$ cat config.mk
export PLATFORM = sky130hd
export DESIGN_NAME = div10_share_scheduler
export DESIGN_NICKNAME = d
export VERILOG_FILES = /design/src/rtl/div10_share_scheduler.sv
export SDC_FILE = /design/constraint.sdc
export NUM_CORES = 1
export LEC_CHECK = 0
export BUFFER_PORTS_ARGS = -buffer_cell sky130_fd_sc_hd__buf_4
export CAP_MARGIN = 30
export CORE_MARGIN = 1
export CORE_UTILIZATION = 54
export DETAILED_ROUTE_END_ITERATION = 7
export PLACE_DENSITY_LB_ADDON = 0.1
export SYNTH_ARGS = -nofsm -noshare
export SYNTH_HDL_FRONTEND = slang
export SYNTH_SLANG_ARGS = --single-unit
export TNS_END_PERCENT = 100
$ cat constraint.sdc
create_clock -name clk -period 5.17 [get_ports clk]
set_input_delay 0.517 -clock clk [delete_from_list [all_inputs] [get_ports clk]]
set_output_delay 0.517 -clock clk [all_outputs]
set_load 0.02 [all_outputs]
$ cat src/rtl/div10_share_scheduler.sv
// div10_share_scheduler
//
// Shares one iterative divide-by-10 / modulo-10 engine among up to four
// clock counters. A round-robin arbiter picks a requester, the FSM subtracts
// 10 once per clock until the remainder drops below 10, and the BCD tens/ones
// pair is returned with a one-cycle ack pulse to the winner.
//
// Ports:
//   clk         system clock, rising edge
//   rst         synchronous active-high reset
//   req         per-requester request level, held until ack
//   value_flat  requester i value in bits [6i+5:6i]
//   ack         one-hot, one-cycle pulse marking a valid result
//   tens        quotient of the last completed conversion
//   ones        remainder of the last completed conversion
//   grant_id    index of the requester currently or last served
//   busy        high whenever the FSM is not idle
module div10_share_scheduler #(
  parameter int NREQ = 4
) (
  input  logic              clk,
  input  logic              rst,
  input  logic [NREQ-1:0]   req,
  input  logic [6*NREQ-1:0] value_flat,
  output logic [NREQ-1:0]   ack,
  output logic [3:0]        tens,
  output logic [3:0]        ones,
  output logic [1:0]        grant_id,
  output logic              busy
);

  typedef enum logic [1:0] {
    IDLE,
    SUB,
    DONE
  } state_t;

  state_t          state_q, state_d;
  logic [5:0]      rem_q, rem_d;
  logic [3:0]      q_q, q_d;
  logic [1:0]      grant_id_q, grant_id_d;
  logic [1:0]      last_grant_q, last_grant_d;
  logic [3:0]      tens_q, tens_d;
  logic [3:0]      ones_q, ones_d;
  logic [NREQ-1:0] ack_q, ack_d;

  logic            win_valid;
  logic [1:0]      win_id;
  logic [1:0]      scan_idx;
  logic [5:0]      win_value;

  // Round-robin scan starting one past the last served requester, wrapping.
  always_comb begin
    win_valid = 1'b0;
    win_id    = '0;
    scan_idx  = '0;
    for (int k = 1; k <= NREQ; k++) begin
      scan_idx = 2'((int'(last_grant_q) + k) % NREQ);
      if (!win_valid && req[scan_idx]) begin
        win_valid = 1'b1;
        win_id    = scan_idx;
      end
    end
  end

  // Constant-index mux keeps the value select free of variable part-selects.
  always_comb begin
    win_value = '0;
    for (int i = 0; i < NREQ; i++) begin
      if (win_id == 2'(i)) begin
        win_value = value_flat[6*i +: 6];
      end
    end
  end

  // Next-state logic; subtraction is guarded by the compare so rem never
  // underflows and q tops out at 6 for an input of 63.
  always_comb begin
    state_d      = state_q;
    rem_d        = rem_q;
    q_d          = q_q;
    grant_id_d   = grant_id_q;
    last_grant_d = last_grant_q;
    tens_d       = tens_q;
    ones_d       = ones_q;
    ack_d        = ack_q;
    case (state_q)
      IDLE: begin
        if (win_valid) begin
          rem_d      = win_value;
          q_d        = '0;
          grant_id_d = win_id;
          state_d    = SUB;
        end
      end
      SUB: begin
        if (rem_q >= 6'd10) begin
          rem_d = rem_q - 6'd10;
          q_d   = q_q + 4'd1;
        end else begin
          tens_d       = q_q;
          ones_d       = rem_q[3:0];
          ack_d        = {{(NREQ-1){1'b0}}, 1'b1} << grant_id_q;
          last_grant_d = grant_id_q;
          state_d      = DONE;
        end
      end
      DONE: begin
        ack_d   = '0;
        state_d = IDLE;
      end
      default: begin
        ack_d   = '0;
        state_d = IDLE;
      end
    endcase
  end

  // Reset discards any in-flight conversion; last_grant starts at NREQ-1 so
  // requester 0 has top priority after reset.
  always_ff @(posedge clk) begin
    if (rst) begin
      state_q      <= IDLE;
      rem_q        <= '0;
      q_q          <= '0;
      grant_id_q   <= '0;
      last_grant_q <= 2'(NREQ - 1);
      tens_q       <= '0;
      ones_q       <= '0;
      ack_q        <= '0;
    end else begin
      state_q      <= state_d;
      rem_q        <= rem_d;
      q_q          <= q_d;
      grant_id_q   <= grant_id_d;
      last_grant_q <= last_grant_d;
      tens_q       <= tens_d;
      ones_q       <= ones_d;
      ack_q        <= ack_d;
    end
  end

  assign ack      = ack_q;
  assign tens     = tens_q;
  assign ones     = ones_q;
  assign grant_id = grant_id_q;
  assign busy     = (state_q != IDLE);

endmodule

---- Word-level counts from Yosys, hierarchy flattened ----
Cells that the tools add are included.
operators by class
  $add $sub $neg .......................... 6
  magnitude comparators ................... 5
  equal/unequal tests ..................... 7
  shift-type cells ........................ 1
  multiplexer cells ....................... 31
  bitwise operators ....................... 2
  reduce and logical (&&, ||, !) cells .... 15
operators with widths
  operator                                                                number
  6-bit 2-to-1 mux                                                        6
  4-bit case mux with 2 select lines                                      2
  2-bit by 3-bit < comparator with 1-bit output (second input constant)   4
  2-bit 2-to-1 mux                                                        6
  4-bit 2-to-1 mux                                                        3
  6-bit case mux with 2 select lines                                      1
  1-bit binary-select mux with 2-bit select                               4
  1-bit 2-to-1 mux                                                        8
  2-bit AND reduction                                                     4
  6-bit by 4-bit >= comparator with 1-bit output (second input constant)  1
  2-bit != test (second input constant)                                   3
  6-bit by 4-bit subtractor with 6-bit output (second input constant)     1
  2-bit by 1-bit adder with 2-bit output (second input constant)          2
  2-bit adder (second input constant)                                     2
  4-bit by 1-bit adder with 4-bit output (second input constant)          1
  2-bit by 1-bit equality test with 1-bit output (second input constant)  2
  2-bit equality test (second input constant)                             2
  2-bit logical NOT                                                       2
  2-bit case mux with 2 select lines                                      1
  2-bit nonzero test                                                      2
  1-bit by 2-bit left shift with 4-bit output (first input constant)      1
  1-bit logical AND                                                       3
  1-bit logical NOT                                                       3
  3-bit AND reduction                                                     1
  1-bit inverter                                                          2
storage, ports and cells
  register bits after elaboration ......... 28
  input port bits ......................... 30
  logic and storage cells ................. 75

---- Longest topological paths before layout ----
Gate-level depths: netlist of the first run.
  word-level depth ........................ 20
  mapped depth ............................ 7
  mapped depth without buffers ............ 7

---- Worst setup path after synthesis of the first run ----
Ideal clock, no wire load.
  kind .................................... input -> register
  start point ............................. input req[3]
  end point ............................... register rem_q[0]
  arrival time ............................ 1689 ps
  setup slack ............................. 3352 ps
  stages .................................. 6
  path through ............................ and2b_1 or3b_4 nand2_4 mux2_1 a21oi_1 o41ai_1
between the ends
  longest elaborated chain between the ends .. 19
  elaborated cells on any way between the ends .. 34
  those cells by class .................... 4 x eq/ne; 22 x mux; 8 x reduce/logical
ends and longest elaborated chain
  item                                       RTL line  RTL
  start, declared                            23        input logic [NREQ-1:0] req,
  1-bit binary-select mux with 2-bit select  59        if (!win_valid && req[scan_idx]) begin
  1-bit 2-to-1 mux (implied by the code)     59
  1-bit 2-to-1 mux                           59
  1-bit logical NOT                          59
  1-bit logical AND                          59
  1-bit 2-to-1 mux                           59
  1-bit logical NOT                          59
  1-bit logical AND                          59
  1-bit 2-to-1 mux                           59
  1-bit logical NOT                          59
  1-bit logical AND                          59
  2-bit 2-to-1 mux                           59
  2-bit logical NOT                          70        if (win_id == 2'(i)) begin
  6-bit 2-to-1 mux (4 in a row)              70
  6-bit 2-to-1 mux                           89        if (win_valid) begin
  6-bit case mux with 2 select lines         87        case (state_q)
  end signal, assigned                       133       rem_q <= rem_d;
  end, declared                              39        logic [5:0] rem_q, rem_d;
Several ways; a longest one is shown, not always the timed one. The select of a mux whose other input is x is not followed.
A chain may end at the register's enable or synchronous reset.

---- Worst setup path in the final report of the first run ----
  start point ............................. register rem_q[2]
  end point ............................... register ones_q[3] (netlist: ones[3])
between the ends
  longest elaborated chain between the ends .. 3
ends and longest elaborated chain
  item                                            RTL line  RTL
  6-bit by 4-bit >= comparator with 1-bit output  97        if (rem_q >= 6'd10) begin
  1-bit inverter (no line)                        --
  2-bit AND reduction (no line)                   --
  end signal, assigned                            138       ones_q <= ones_d;
  end, declared                                   44        logic [3:0] ones_q, ones_d;
No other way between the ends.

==> summary.md, run 1 <==
| Metric | Value |
|---|---|
| Status | `complete, no violations` |
| Fillers | `228` |
| RSZ-0062 raised after global routing | `no` |
| Synth Net Count | `between 200 and 250` |
| Endpoints failing setup | `0` |
| Post-cts resize count | `0` |
| First drt pass iteration count | `4` |
| Nets | `between 200 and 300` |
| Hold_buf cts | `0` |
| Pin count of the biggest net entering global routing | `27` |
| Place WS | `3.09 ns` |
| Multi-input logic area | `848 um^2` |
| Synth warn | `0` |
| CP Capture Type | `flip-flop` |
| RR Endpoint | `ones[3]` |
| Core area | `approximately 2500 um^2` |
| Actual slew at the worst max-slew pin | `slightly below 0.9 ns` |
| Initial Util | `58.1%` |
| Critical Path Stages | `5` |
| Reg2Reg Setup Slack | `approximately 3.1 ns` |
| Row Count | `18` |
| TritonCTS Sinks | `28` |
| Clk slew on worst S/H paths | `0.15 ns` |
| Fmax achieved | `just under 500 MHz` |
| Routing usage on met1 | `between 30% and 40%` |
| WP buf/inv | `0` |
| Synth Register Bits | `28` |
| Distinct cells, synth | `between 40 and 50` |
| Final instance area | `around 1800 um^2` |
| Initial antenna violation count | `0` |
| Reg2reg start | `rem_q[2]` |
| Leakage | `0.805 nW` |
| Area of the die | `2930 um^2` |
| DIE WIDTH | `54.1 um` |
| GPL Wtd Cong | `~0.9` |
| Delay-heaviest family, CP | `simple AND/OR/NAND/NOR gates` |
| Vias per inst | `about 6.0` |
| Detailed-route DRC error count | `0` |
| Clock Latency Late Sink | `roughly 0.33 ns` |
| Sequential cell area | `561 um^2` |
| First-pass GRT wire length | `6110 um` |
| Clock Path Buffers | `2` |
| Root Buffer | `clkbuf_4` |
| Synth Instances | `around 180` |
| Yosys top cell area share | `roughly two fifths` |
| Slew margin rel. | `between 40% and 50%` |
| Final Max Slew Viols | `0` |
| Boundary Pins | `45` |
| R2r worst-path depth | `5` |
| Min cycle time layout | `2.02 ns` |
| Crit-path max FO | `14` |
| Num CTS Buffers | `3` |
| Grt total ovfl | `0` |
| Sequential share of the synthesized area | `a little under two fifths` |
| H-tree levels | `1` |
| Leading cell types by count after synthesis | `28 x dfxtp_1, 26 x nand2_1, 23 x a21oi_1, 13 x nor2_1` |
| Diode count | `0` |
| Final worst path period share | `39.1%` |
| FFs w/ async S/R, synth | `0%` |
| Met3 Resource Use GR | `7.91%` |
| CTS tree | `yes` |
| Crit path to | `ones[3]` |
| DR vias | `approximately 1.5k` |
| Post-Syn Area | `1470 um^2` |
| Share of layout cells above drive strength 1 | `between 20% and 30%` |
| Number of global-route vias before repair | `approximately 1.4k` |
| Met2 Track Usage GR | `about half` |
| Critical Path Start Type | `flip-flop` |
| Leading cell types by total area after synthesis | `dfxtp_1 38%, a21oi_1 7.8%, nand2_1 6.7%` |
| Final Hold Viols | `0` |
| Busiest grt layer | `met2` |
| Critical-path cell list | `o21a_1 -> or3_1 -> nor2_1 -> nand2_1 -> a21oi_1` |
| PD cells | `407 nW/um^2` |
| Final worst slack | `3.15 ns` |
| Worst setup path start | `rem_q[2]` |
| Slowest-stage cell, CP | `nor2_1` |
| Total Wirelength | `3710 um` |
| Critical path type | `flip-flop to flip-flop` |
| Max VDD drop | `around 0.40 mV` |
| Total Power | `roughly 750 uW` |
| Max stage delay on crit path | `between 0.7 and 0.8 ns` |
| Fin Clk Skew | `approximately 0.011 ns` |
| Post-DP Area | `approximately 1800 um^2` |
| Leading area contributor after synthesis | `dfxtp_1` |
| Worst hold path type | `input pin to flip-flop` |
| Hold path start | `value_flat[18]` |
| Routed WL per cell | `between 10 and 15 um` |
| Synthesis-to-layout area growth | `25.7%` |
| Critical Path RT | `between 5 and 6 ns` |
| Die Ht | `54.1 um` |
| Top-count cell post-synth | `dfxtp_1` |
| Setup TNS | `0 ns` |
| Overall Global Routing Usage | `approximately 29%` |
| DRT iter0 DRCs | `35` |
| Max_cap viols | `0` |
| I/O Buffers | `44` |
| CP arrival | `about 2.3 ns` |
| HPWL after DPL | `~2800 um` |
| Routed Antenna Nets | `0` |
| Post-synth EDFFs | `0` |
| Ys flop type | `dfxtp_1` |
| Worst hold slack | `0.430 ns` |
| Synthesized area per cell | `~8 um^2` |
| Setup repair bufs after CTS | `0` |
placed cells by master (no fill, tap or decap), drive strengths merged, types with 5 or more instances in the layout:
cell,instances
buf,44
dfxtp,28
nand2,27
a21oi,25
nor2,14
inv,8
nand3,7
o21ai,7
nor3,6
nor2b,5
cells by family after synthesis:
kind of cell | Yosys count | synth area share (%)
fa+ha+maj | 2 | 1.71
buf+inv | 15 | 3.92
flops | 28 | 38.2
compound gates | 57 | 25.9
simple gates | 73 | 24.3
xor+xnor | 4 | 2.39
mux | 5 | 3.50
area by class of cell:
class	count	area share (%)
multi-input cells	141	46.0
inverters	8	1.63
well taps	30	2.04
clock buffers	4	1.97
flip-flops and latches	28	30.4
repair buffers	44	17.9
how the worst min path moves through the flow:
stage | end | slack [ns] | cells past startpoint
finish | rem_q[0] | 0.43 | 3
global route | rem_q[0] | 0.42 | 3
CTS | rem_q[0] | 0.42 | 3
detailed placement | tens[0] | 0.45 | 2
global placement | tens[2] | 0.45 | 2
floorplan | ones[0] | 0.43 | 2
worst reg2reg max path: cells and delay by family, from the launching register on:
family	cells	cell delay [ns]
AOI/OAI and AO/OA	2	0.36
and+or+nand+nor	3	1.24
DFF	1	0.37
metal layers:
| metal | part of all wire, % | up-vias |
|---|---|---|
| met5 | 0 | - |
| met4 | 0.73 | 0 |
| met3 | 6.2 | 4 |
| met2 | 51 | 57 |
| met1 | 42 | 722 |
| li1 | - | 745 |
stage by stage:
stage,std cells,util [%]
floorplan,184,-
global route,255,73.1
CTS,255,73.1
global placement,251,71.6
finish,255,73.1
detailed placement,251,71.6
state kept, by name (all words and copies together) (netlist names):
name,count
tens,4
q_q,4
ones,4
last_grant_q,2
ack,4
state_q,2
grant_id,2
rem_q,6
report_power, final:
part	switching (mW)	internal, mW
Sequential	0.0462	0.257
Combinational	0.202	0.140
Clock	0.0616	0.0431
Power figures use the tool's default switching activity.
==> run 2: changes to the inputs <==
--- a/config.mk
+++ b/config.mk
@@ -5,10 +5,11 @@
 export SDC_FILE = /design/constraint.sdc
 export NUM_CORES = 1
 export LEC_CHECK = 0
+export ABC_AREA = 1
 export BUFFER_PORTS_ARGS = -buffer_cell sky130_fd_sc_hd__buf_4
 export CAP_MARGIN = 30
 export CORE_MARGIN = 1
-export CORE_UTILIZATION = 54
+export CORE_UTILIZATION = 47
 export DETAILED_ROUTE_END_ITERATION = 7
 export PLACE_DENSITY_LB_ADDON = 0.1
 export SYNTH_ARGS = -nofsm -noshare
==> constraint.sdc (replaced) <==
create_clock -name clk -period 1.8 [get_ports clk]
set_input_delay 0.18 -clock clk [delete_from_list [all_inputs] [get_ports clk]]
set_output_delay 0.18 -clock clk [all_outputs]
set_load 0.02 [all_outputs]
==> run 2 against run 1 <==
  * The run now ends with setup timing left
  * Die area increased by 28%
  * Count of clock-buffer cells in the layout is 1 lower
  * Critical path depth up 8
  * Cell count increased by 45%
  * Setup slack got worse by 3.2 ns
  * Combinational power grew to 10 times the previous value
  * Sequential power increased to 3.2 times the previous value
  * Non-clock buffer count grew 24
  * Hold slack got worse by 0.34 ns
==> summary.md, run 2 <==
| Metric | Value |
|---|---|
| CP arrival | `2.14 ns (-0.14 ns)` |
| Yosys top cell area share | `34.0% (-4.2 points)` |
| Diode count | `0 (unchanged)` |
| Actual slew at the worst max-slew pin | `0.422 ns (-0.449 ns)` |
| Most common cell after layout, fill and taps aside | `buf_4` |
| Synth Instances | `256 (+39%)` |
| Final Max Slew Viols | `0 (unchanged)` |
| Detailed-route DRC error count | `0 (unchanged)` |
| Routed Antenna Nets | `0 (unchanged)` |
| Slew margin rel. | `71.8% (+30 points)` |
| Max_cap viols | `0 (unchanged)` |
| Max VDD drop | `1.20 mV (+200%)` |
| Endpoints failing setup | `6 (+6)` |
| Pin count of the biggest net entering global routing | `17 (-37%)` |
| Fmax achieved | `528 MHz (+6.8%)` |
| Adder-Cell Fraction of Synth Area | `1.52% (-0.19 points)` |
| Worst hold path type | `input pin to flip-flop` |
| I/O Buffers | `44 (unchanged)` |
| Psw | `2.39 mW (+670%)` |
| Vias per inst | `4.98 (-17%)` |
| Max FFs per register | `6 (unchanged)` |
| Final Hold Viols | `0 (unchanged)` |
| Setup TNS | `-0.354 ns (-0.354 ns)` |
| Clk slew on worst S/H paths | `0.15 ns (about the same)` |
| Max stage delay on crit path | `0.42 ns (-0.29 ns)` |
| Multi-input logic area | `1100 um^2 (+30%)` |
| Sequential cell area | `566 um^2 (+0.89%)` |
| Fin Clk Skew | `0.00216 ns (-0.00897 ns)` |
| R2r worst-path depth | `13 (+8)` |
| Final worst slack | `-0.0938 ns (-3.24 ns)` |
| Synth Register Bits | `28 (unchanged)` |
| Leakage | `1.23 nW (+53%)` |
| Logic gate share of total power | `71.8% (+26 points)` |
| Initial Util | `49.4% (-8.8 points)` |
| Final instance area | `2440 um^2 (+33%)` |
| First-pass GRT wire length | `6780 um (+11%)` |
| Commonest non-fill, non-tap cells in the layout | `62 x buf_4, 56 x nand2_1, 28 x inv_1, 26 x dfxtp_1, 21 x nor2_1` |
| Reg2Reg Setup Slack | `-0.09 ns (-3.24 ns)` |
| Synth Net Count | `288 (+33%)` |
| Post-synthesis mux area share | `0% (-3.5 points)` |
| Synthesized area per cell | `6.44 um^2 (-19%)` |
| Share of layout cells above drive strength 1 | `38.7% (+13 points)` |
| Reg2reg start | `last_grant_q[0]` |
| Total Wirelength | `4300 um (+16%)` |
| Compound-Gate Fraction of Synth Area | `15.7% (-10 points)` |
| Leading cell types by total area after synthesis | `dfxtp_1 34%, nand2_1 15%, nand3_1 7.3%` |
| Main combinational cell family by area after synthesis | `simple AND/OR/NAND/NOR gates` |
| Simple-gate share of the synthesized area | `38.1% (+14 points)` |
| Routed WL per cell | `11.7 um (-20%)` |
| Grt total ovfl | `0 (unchanged)` |
| Post-synth EDFFs | `0 (unchanged)` |
| Hold Path Sink | `rem_q[4]` |
| Boundary Pins | `45 (unchanged)` |
| RR Endpoint | `rem_q[1]` |
| Flop pwr share | `19.7% (-21 points)` |
| Root Buffer | `clkbuf_4` |
| Hold path start | `rst` |
| Clock share of power | `8.4% (-5.6 points)` |
| HPWL after DPL | `3100 um (+11%)` |
| Leading cell types by count after synthesis | `67 x nand2_1, 30 x inv_1, 28 x dfxtp_1, 27 x nor2_1, 24 x nand3_1` |
| Overall Global Routing Usage | `24.2% (-4.6 points)` |
| Post-Syn Area | `1650 um^2 (+12%)` |
| Num CTS Buffers | `3 (unchanged)` |
| DIE WIDTH | `61.2 um (+13%)` |
| Critical Path Start Type | `flip-flop` |
| WP buf/inv | `3 (+3)` |
| Worst hold slack | `0.0900 ns (-0.340 ns)` |
| Initial antenna violation count | `0 (unchanged)` |
| Delay-heaviest family, CP | `simple AND/OR/NAND/NOR gates` |
| Failing checks | `setup timing` |
| Clock Path Buffers | `2 (unchanged)` |
| Area of the die | `3750 um^2 (+28%)` |
| Ys flop type | `dfxtp_1` |
| Worst hold stages | `2 (-1)` |
| Min cycle time layout | `1.89 ns (-0.129 ns)` |
| CP Capture Type | `flip-flop` |
| Clock Latency Late Sink | `0.33 ns (about the same)` |
| Place WS | `-0.0918 ns (-3.18 ns)` |
| RSZ-0062 raised after global routing | `yes` |
| CTS tree | `yes` |
| FFs w/ async S/R, synth | `0% (unchanged)` |
| DRT iter0 DRCs | `88 (+150%)` |
| Post-DP Area | `2160 um^2 (+19%)` |
| Synth warn | `0 (unchanged)` |
| Final worst path period share | `105% (+66 points)` |
| Biggest register | `rem_q` |
| Leading area contributor after synthesis | `dfxtp_1` |
| Internal | `2.53 mW (+470%)` |
| Critical-path cell list | `buf_6 -> nand2_2 -> nand2_2 -> nand2_4 -> a21boi_1 -> nand2_1 -> inv_1 -> nand2_4 -> buf_4 -> o21ai_0 -> nand3_2 -> nand3_2 -> a21oi_2` |
| TritonCTS Sinks | `28 (unchanged)` |
| Die Ht | `61.2 um (+13%)` |
| First drt pass iteration count | `4 (unchanged)` |
| Critical path type | `flip-flop to flip-flop` |
| Number of global-route vias before repair | `1670 (+18%)` |
| Crit-path max FO | `6 (-8)` |
| Top-count cell post-synth | `nand2_1` |
| Fillers | `276 (+21%)` |
| H-tree levels | `1 (unchanged)` |
| Nets | `356 (+38%)` |
| Slowest-stage cell, CP | `dfxtp_4` |
| GPL Wtd Cong | `0.808 (-9.0%)` |
| Switching share of power | `48.6% (+7.2 points)` |
| Sequential share of the synthesized area | `34.0% (-4.2 points)` |
| DR vias | `1839 (+20%)` |
| Critical Path RT | `2.04 ns (-3.39 ns)` |
| Distinct cells, synth | `33 (-21%)` |
| Status | `complete, but fails checks` |
| PD cells | `2010 nW/um^2 (+390%)` |
| Xor/xnor share of the synthesized area | `1.06% (-1.3 points)` |
| Synthesis-to-layout area growth | `48.4%` |
| Core area | `3340 um^2 (+32%)` |
| Row Count | `21 (+3)` |
==> run 2: per-layer routing <==
metal  GRT usage, %  wire, um  part of all wire [%]
met5              0         0                     0
met4           6.82        59                   1.4
met2           45.0      2250                    52
met1           28.0      1850                    43
met3           4.41       148                   3.4
==> run 2: worst max path at each step <==
stage / from / endpoint / slack (ns) / depth (start not counted)
2_1_floorplan: rem_q[1] / q_q[2] / 0.13 / 13
3_3_place_gp: last_grant_q[0] / rem_q[0] / -0.07 / 16
3_5_place_dp: last_grant_q[0] / rem_q[0] / -0.09 / 15
4_1_cts: last_grant_q[0] / rem_q[4] / -0.009 / 14
5_1_grt: last_grant_q[0] / rem_q[4] / -0.21 / 14
6_report: last_grant_q[0] / rem_q[1] / -0.09 / 13
==> run 2: what timing repair did <==
item | CTS | global route
cloned | 0 | 0
setup endpoints to repair | 8 | 14
setup buffers | 3 | 2
hold endpoints to repair | 0 | 0
pin swaps | 4 | 19
hold buffers | 0 | 0
gates resized for setup | 30 | 32
==> run 2: area by class of cell <==
cell class                 count  share of cell area, %
tap                           46                   2.35
inverter                      34                   5.53
multi-input combinational    189                   45.0
clock buffer                   3                  0.921
clock inverter                 1                   1.23
sequential                    28                   23.1
timing repair buffer          68                   21.8
==> run 2: cell families after synthesis <==
family,after synthesis
flops,28
fa+ha+maj,2
buf+inv,39
xor+xnor,2
compound gates,45
simple gates,140
==> run 2: power groups by stage <==
stage                     clock [mW]  sequential (mW)  combinational (mW)
after CTS                      0.422            0.968                3.14
final                          0.415            0.970                3.53
after global routing           0.453            0.997                3.88
after floorplan                    0             1.07                1.72
after global placement             0            0.957                2.69
after detailed placement           0            0.964                2.73
==> run 2: stage by stage <==
stage	cells	util [%]	power [mW]
after detailed placement	361	64.6	3.69
after global placement	361	64.6	3.65
after global routing	369	73.3	5.33
after floorplan	256	-	2.79
final	369	73.3	4.91
after CTS	368	69.7	4.53
==> run 3: changes to the inputs <==
--- a/config.mk
+++ b/config.mk
@@ -5,13 +5,13 @@
 export SDC_FILE = /design/constraint.sdc
 export NUM_CORES = 1
 export LEC_CHECK = 0
-export ABC_AREA = 1
 export BUFFER_PORTS_ARGS = -buffer_cell sky130_fd_sc_hd__buf_4
 export CAP_MARGIN = 30
 export CORE_MARGIN = 1
-export CORE_UTILIZATION = 47
+export CORE_UTILIZATION = 50
 export DETAILED_ROUTE_END_ITERATION = 7
 export PLACE_DENSITY_LB_ADDON = 0.1
+export SLEW_MARGIN = 20
 export SYNTH_ARGS = -nofsm -noshare
 export SYNTH_HDL_FRONTEND = slang
 export SYNTH_SLANG_ARGS = --single-unit
==> constraint.sdc (replaced) <==
create_clock -name clk -period 2.06 [get_ports clk]
set_input_delay 0.206 -clock clk [delete_from_list [all_inputs] [get_ports clk]]
set_output_delay 0.206 -clock clk [all_outputs]
set_load 0.02 [all_outputs]
==> run 3 against run 2 <==
  * The run now ends clean
  * First-iteration DRC count is 31% lower
  * Sequential share of layout area is 6.6 points higher
  * Non-clock buffer count is 21 lower
  * Sequential power is 22% lower
  * Clock power is 13% lower
  * Core utilization is 5.0 points lower
  * Wire length is 17% lower
  * Setup slack better by 0.31 ns
  * Largest power group unchanged
  * Hold slack better by 0.021 ns
  * Maximum frequency is 3.0% higher
  * Register-to-register slack better by 0.31 ns
  * Global-route usage is 0.34 points lower
==> summary.md, run 3 (synthesis results as in run 1) <==
| Metric | Value |
|---|---|
| RSZ-0062 raised after global routing | `no` |
| Die Ht | `56.2 um (-8.3%)` |
| GPL Wtd Cong | `1.01 (+25%)` |
| Share of layout cells above drive strength 1 | `26.3% (-12 points)` |
| Hold Path Sink | `rem_q[0]` |
| Final Hold Viols | `0 (unchanged)` |
| Setup repair bufs after CTS | `0 (-3)` |
| Core area | `2760 um^2 (-17%)` |
| CTS tree | `yes` |
| Worst hold path type | `input pin to flip-flop` |
| Logic gate share of total power | `44.1% (-28 points)` |
| Vias per inst | `5.76 (+16%)` |
| Slowest-stage cell, CP | `dfxtp_1` |
| DIE WIDTH | `56.2 um (-8.3%)` |
| Final instance count without filler cells | `259 (-30%)` |
| Synthesis-to-layout area growth | `28.4%` |
| Critical-path cell list | `and2b_1 -> or3b_4 -> nand2_4 -> mux2i_1 -> o21ai_0 -> a32o_1` |
| Clk slew on worst S/H paths | `0.16 ns (about the same)` |
| Boundary Pins | `45 (unchanged)` |
| Initial Util | `53.2% (+3.8 points)` |
| Routed WL per cell | `13.8 um (+18%)` |
| Switching share of power | `39.0% (-9.6 points)` |
| Status | `complete, no violations` |
| Area of the die | `3150 um^2 (-16%)` |
| Row Count | `19 (-9.5%)` |
| Setup TNS | `0 ns (+0.354 ns)` |
| RR Endpoint | `rem_q[2]` |
| Diode count | `0 (unchanged)` |
| First drt pass iteration count | `4 (unchanged)` |
| Hold_buf cts | `0 (unchanged)` |
| Fmax achieved | `544 MHz (+3.0%)` |
| CP Capture Type | `flip-flop` |
| Met3 Resource Use GR | `4.88% (+0.47 points)` |
| HPWL after DPL | `2700 um (-13%)` |
| Worst hold stages | `3 (+1)` |
| Final Max Slew Viols | `0 (unchanged)` |
| Detailed-route DRC error count | `0 (unchanged)` |
| Met2 Track Usage GR | `42.5% (-2.5 points)` |
| I/O Buffers | `44 (unchanged)` |
| Hold path start | `value_flat[18]` |
| Root Buffer | `clkbuf_4` |
| Max stage delay on crit path | `0.41 ns (about the same)` |
| Psw | `781 uW (-67%)` |
| Reg2Reg Setup Slack | `0.22 ns (+0.31 ns)` |
| Commonest non-fill, non-tap cells in the layout | `47 x buf_4, 28 x dfxtp_1, 26 x nand2_1, 23 x a21oi_1, 13 x nor2_1` |
| Post-cts resize count | `0 (-100%)` |
| Most common cell after layout, fill and taps aside | `buf_4` |
| Endpoints failing setup | `0 (-6)` |
| Grt total ovfl | `0 (unchanged)` |
| Placed insts | `255 (-29%)` |
| First-pass GRT wire length | `6040 um (-11%)` |
| Min cycle time layout | `1.84 ns (-0.0544 ns)` |
| Routing usage on met1 | `29.4% (+1.4 points)` |
| Flop pwr share | `38.0% (+18 points)` |
| Internal | `1.22 mW (-52%)` |
| H-tree levels | `1 (unchanged)` |
| TritonCTS Sinks | `28 (unchanged)` |
| Final worst path period share | `89.3% (-16 points)` |
| Critical Path Start Type | `flip-flop` |
| Max VDD drop | `1.18 mV (-1.3%)` |
| Slew margin rel. | `53.3% (-19 points)` |
| Max_cap viols | `0 (unchanged)` |
| Number of global-route vias before repair | `1408 (-16%)` |
| DRT iter0 DRCs | `61 (-31%)` |
| Delay-heaviest family, CP | `simple AND/OR/NAND/NOR gates` |
| Clock Path Buffers | `2 (unchanged)` |
| R2r worst-path depth | `6 (-7)` |
| Routed Antenna Nets | `0 (unchanged)` |
| WP buf/inv | `0 (-3)` |
| Total Wirelength | `3580 um (-17%)` |
| Leakage | `0.827 nW (-33%)` |
| Initial antenna violation count | `0 (unchanged)` |
| Fin Clk Skew | `0.0144 ns (+0.0123 ns)` |
| Clock Latency Late Sink | `0.33 ns (about the same)` |
| DR vias | `1491 (-19%)` |
| Biggest register | `rem_q` |
| Clock share of power | `17.9% (+9.5 points)` |
| Crit-path max FO | `7 (+1)` |
| Critical path type | `flip-flop to flip-flop` |
| PD cells | `1060 nW/um^2 (-47%)` |
| Overall Global Routing Usage | `23.8% (-0.34 points)` |
| Nets | `261 (-27%)` |
| Busiest grt layer | `met2` |
| Max FFs per register | `6 (unchanged)` |
| Pin count of the biggest net entering global routing | `27 (+10)` |
| Reg2reg start | `last_grant_q[0]` |
| Actual slew at the worst max-slew pin | `0.689 ns (+0.268 ns)` |
| CP arrival | `2.07 ns (-0.07 ns)` |
| Num CTS Buffers | `3 (unchanged)` |
| Critical Path RT | `2.29 ns (+0.25 ns)` |
-- run 3: changes by cell type in the layout (fill, tap and decap cells not counted), moves of 9 or more --
cell     delta
nand2_1    -30
inv_1      -21
buf_4      -15
a21oi_1    +12
nand3_1    -12
nand2_2    -10
nand2_4     -9
-- run 3: power groups by stage --
stage	Clock [mW]	Combinational, mW	Sequential (mW)
final	0.359	0.882	0.761
after floorplan	0	0.596	0.776
after global placement	0	0.853	0.761
after global routing	0.392	0.979	0.773
after detailed placement	0	0.877	0.768
after CTS	0.367	0.879	0.756
-- run 3: metal layers --
layer  wire length [um]  up-vias  part of all wire (%)
met5                  0        -                     0
met4                 31        0                  0.87
met3                136        4                   3.8
met2               1800       38                    50
met1               1610      701                    45
li1                   -      748                     -
-- run 3: cell type report --
type | instances | area [um^2]
clock inverter | 1 | 30.0
multi-input combinational | 141 | 848
inverter | 8 | 30.0
fill | 232 | 875
clock buffer | 3 | 22.5
timing repair buffer | 47 | 353
tap | 31 | 38.8
sequential | 28 | 561
-- run 3: through the flow --
stage	worst slack [ns]	hold WS, ns	power (mW)	utilization, %	area (um^2)
after floorplan	0.393	0.352	1.37	-	1470
after global placement	0.316	0.447	1.61	66.4	1830
after detailed placement	0.274	0.451	1.64	66.4	1830
after CTS	0.229	0.0994	2.00	68.3	1880
after global routing	0.0630	0.0874	2.14	68.3	1880
final	0.221	0.111	2.00	68.3	1880
-- run 3: worst max-delay path by stage --
stage | cells past startpoint | end | startpoint
after floorplan | 6 | rem_q[0] | last_grant_q[0]
after global placement | 6 | ack[0] | rem_q[1]
after global routing | 6 | ack[0] | rem_q[2]
final | 6 | rem_q[2] | last_grant_q[0]
after CTS | 6 | rem_q[1] | last_grant_q[0]
after detailed placement | 6 | ack[0] | rem_q[1]
-- run 3: worst reg2reg max path: cells and delay by family (launching register included) --
family / cells / cell delay (ns)
AO/OA/AOI/OAI: 2 / 0.38
flip-flops: 1 / 0.41
multiplexers: 1 / 0.19
AND/OR/NAND/NOR: 3 / 0.77
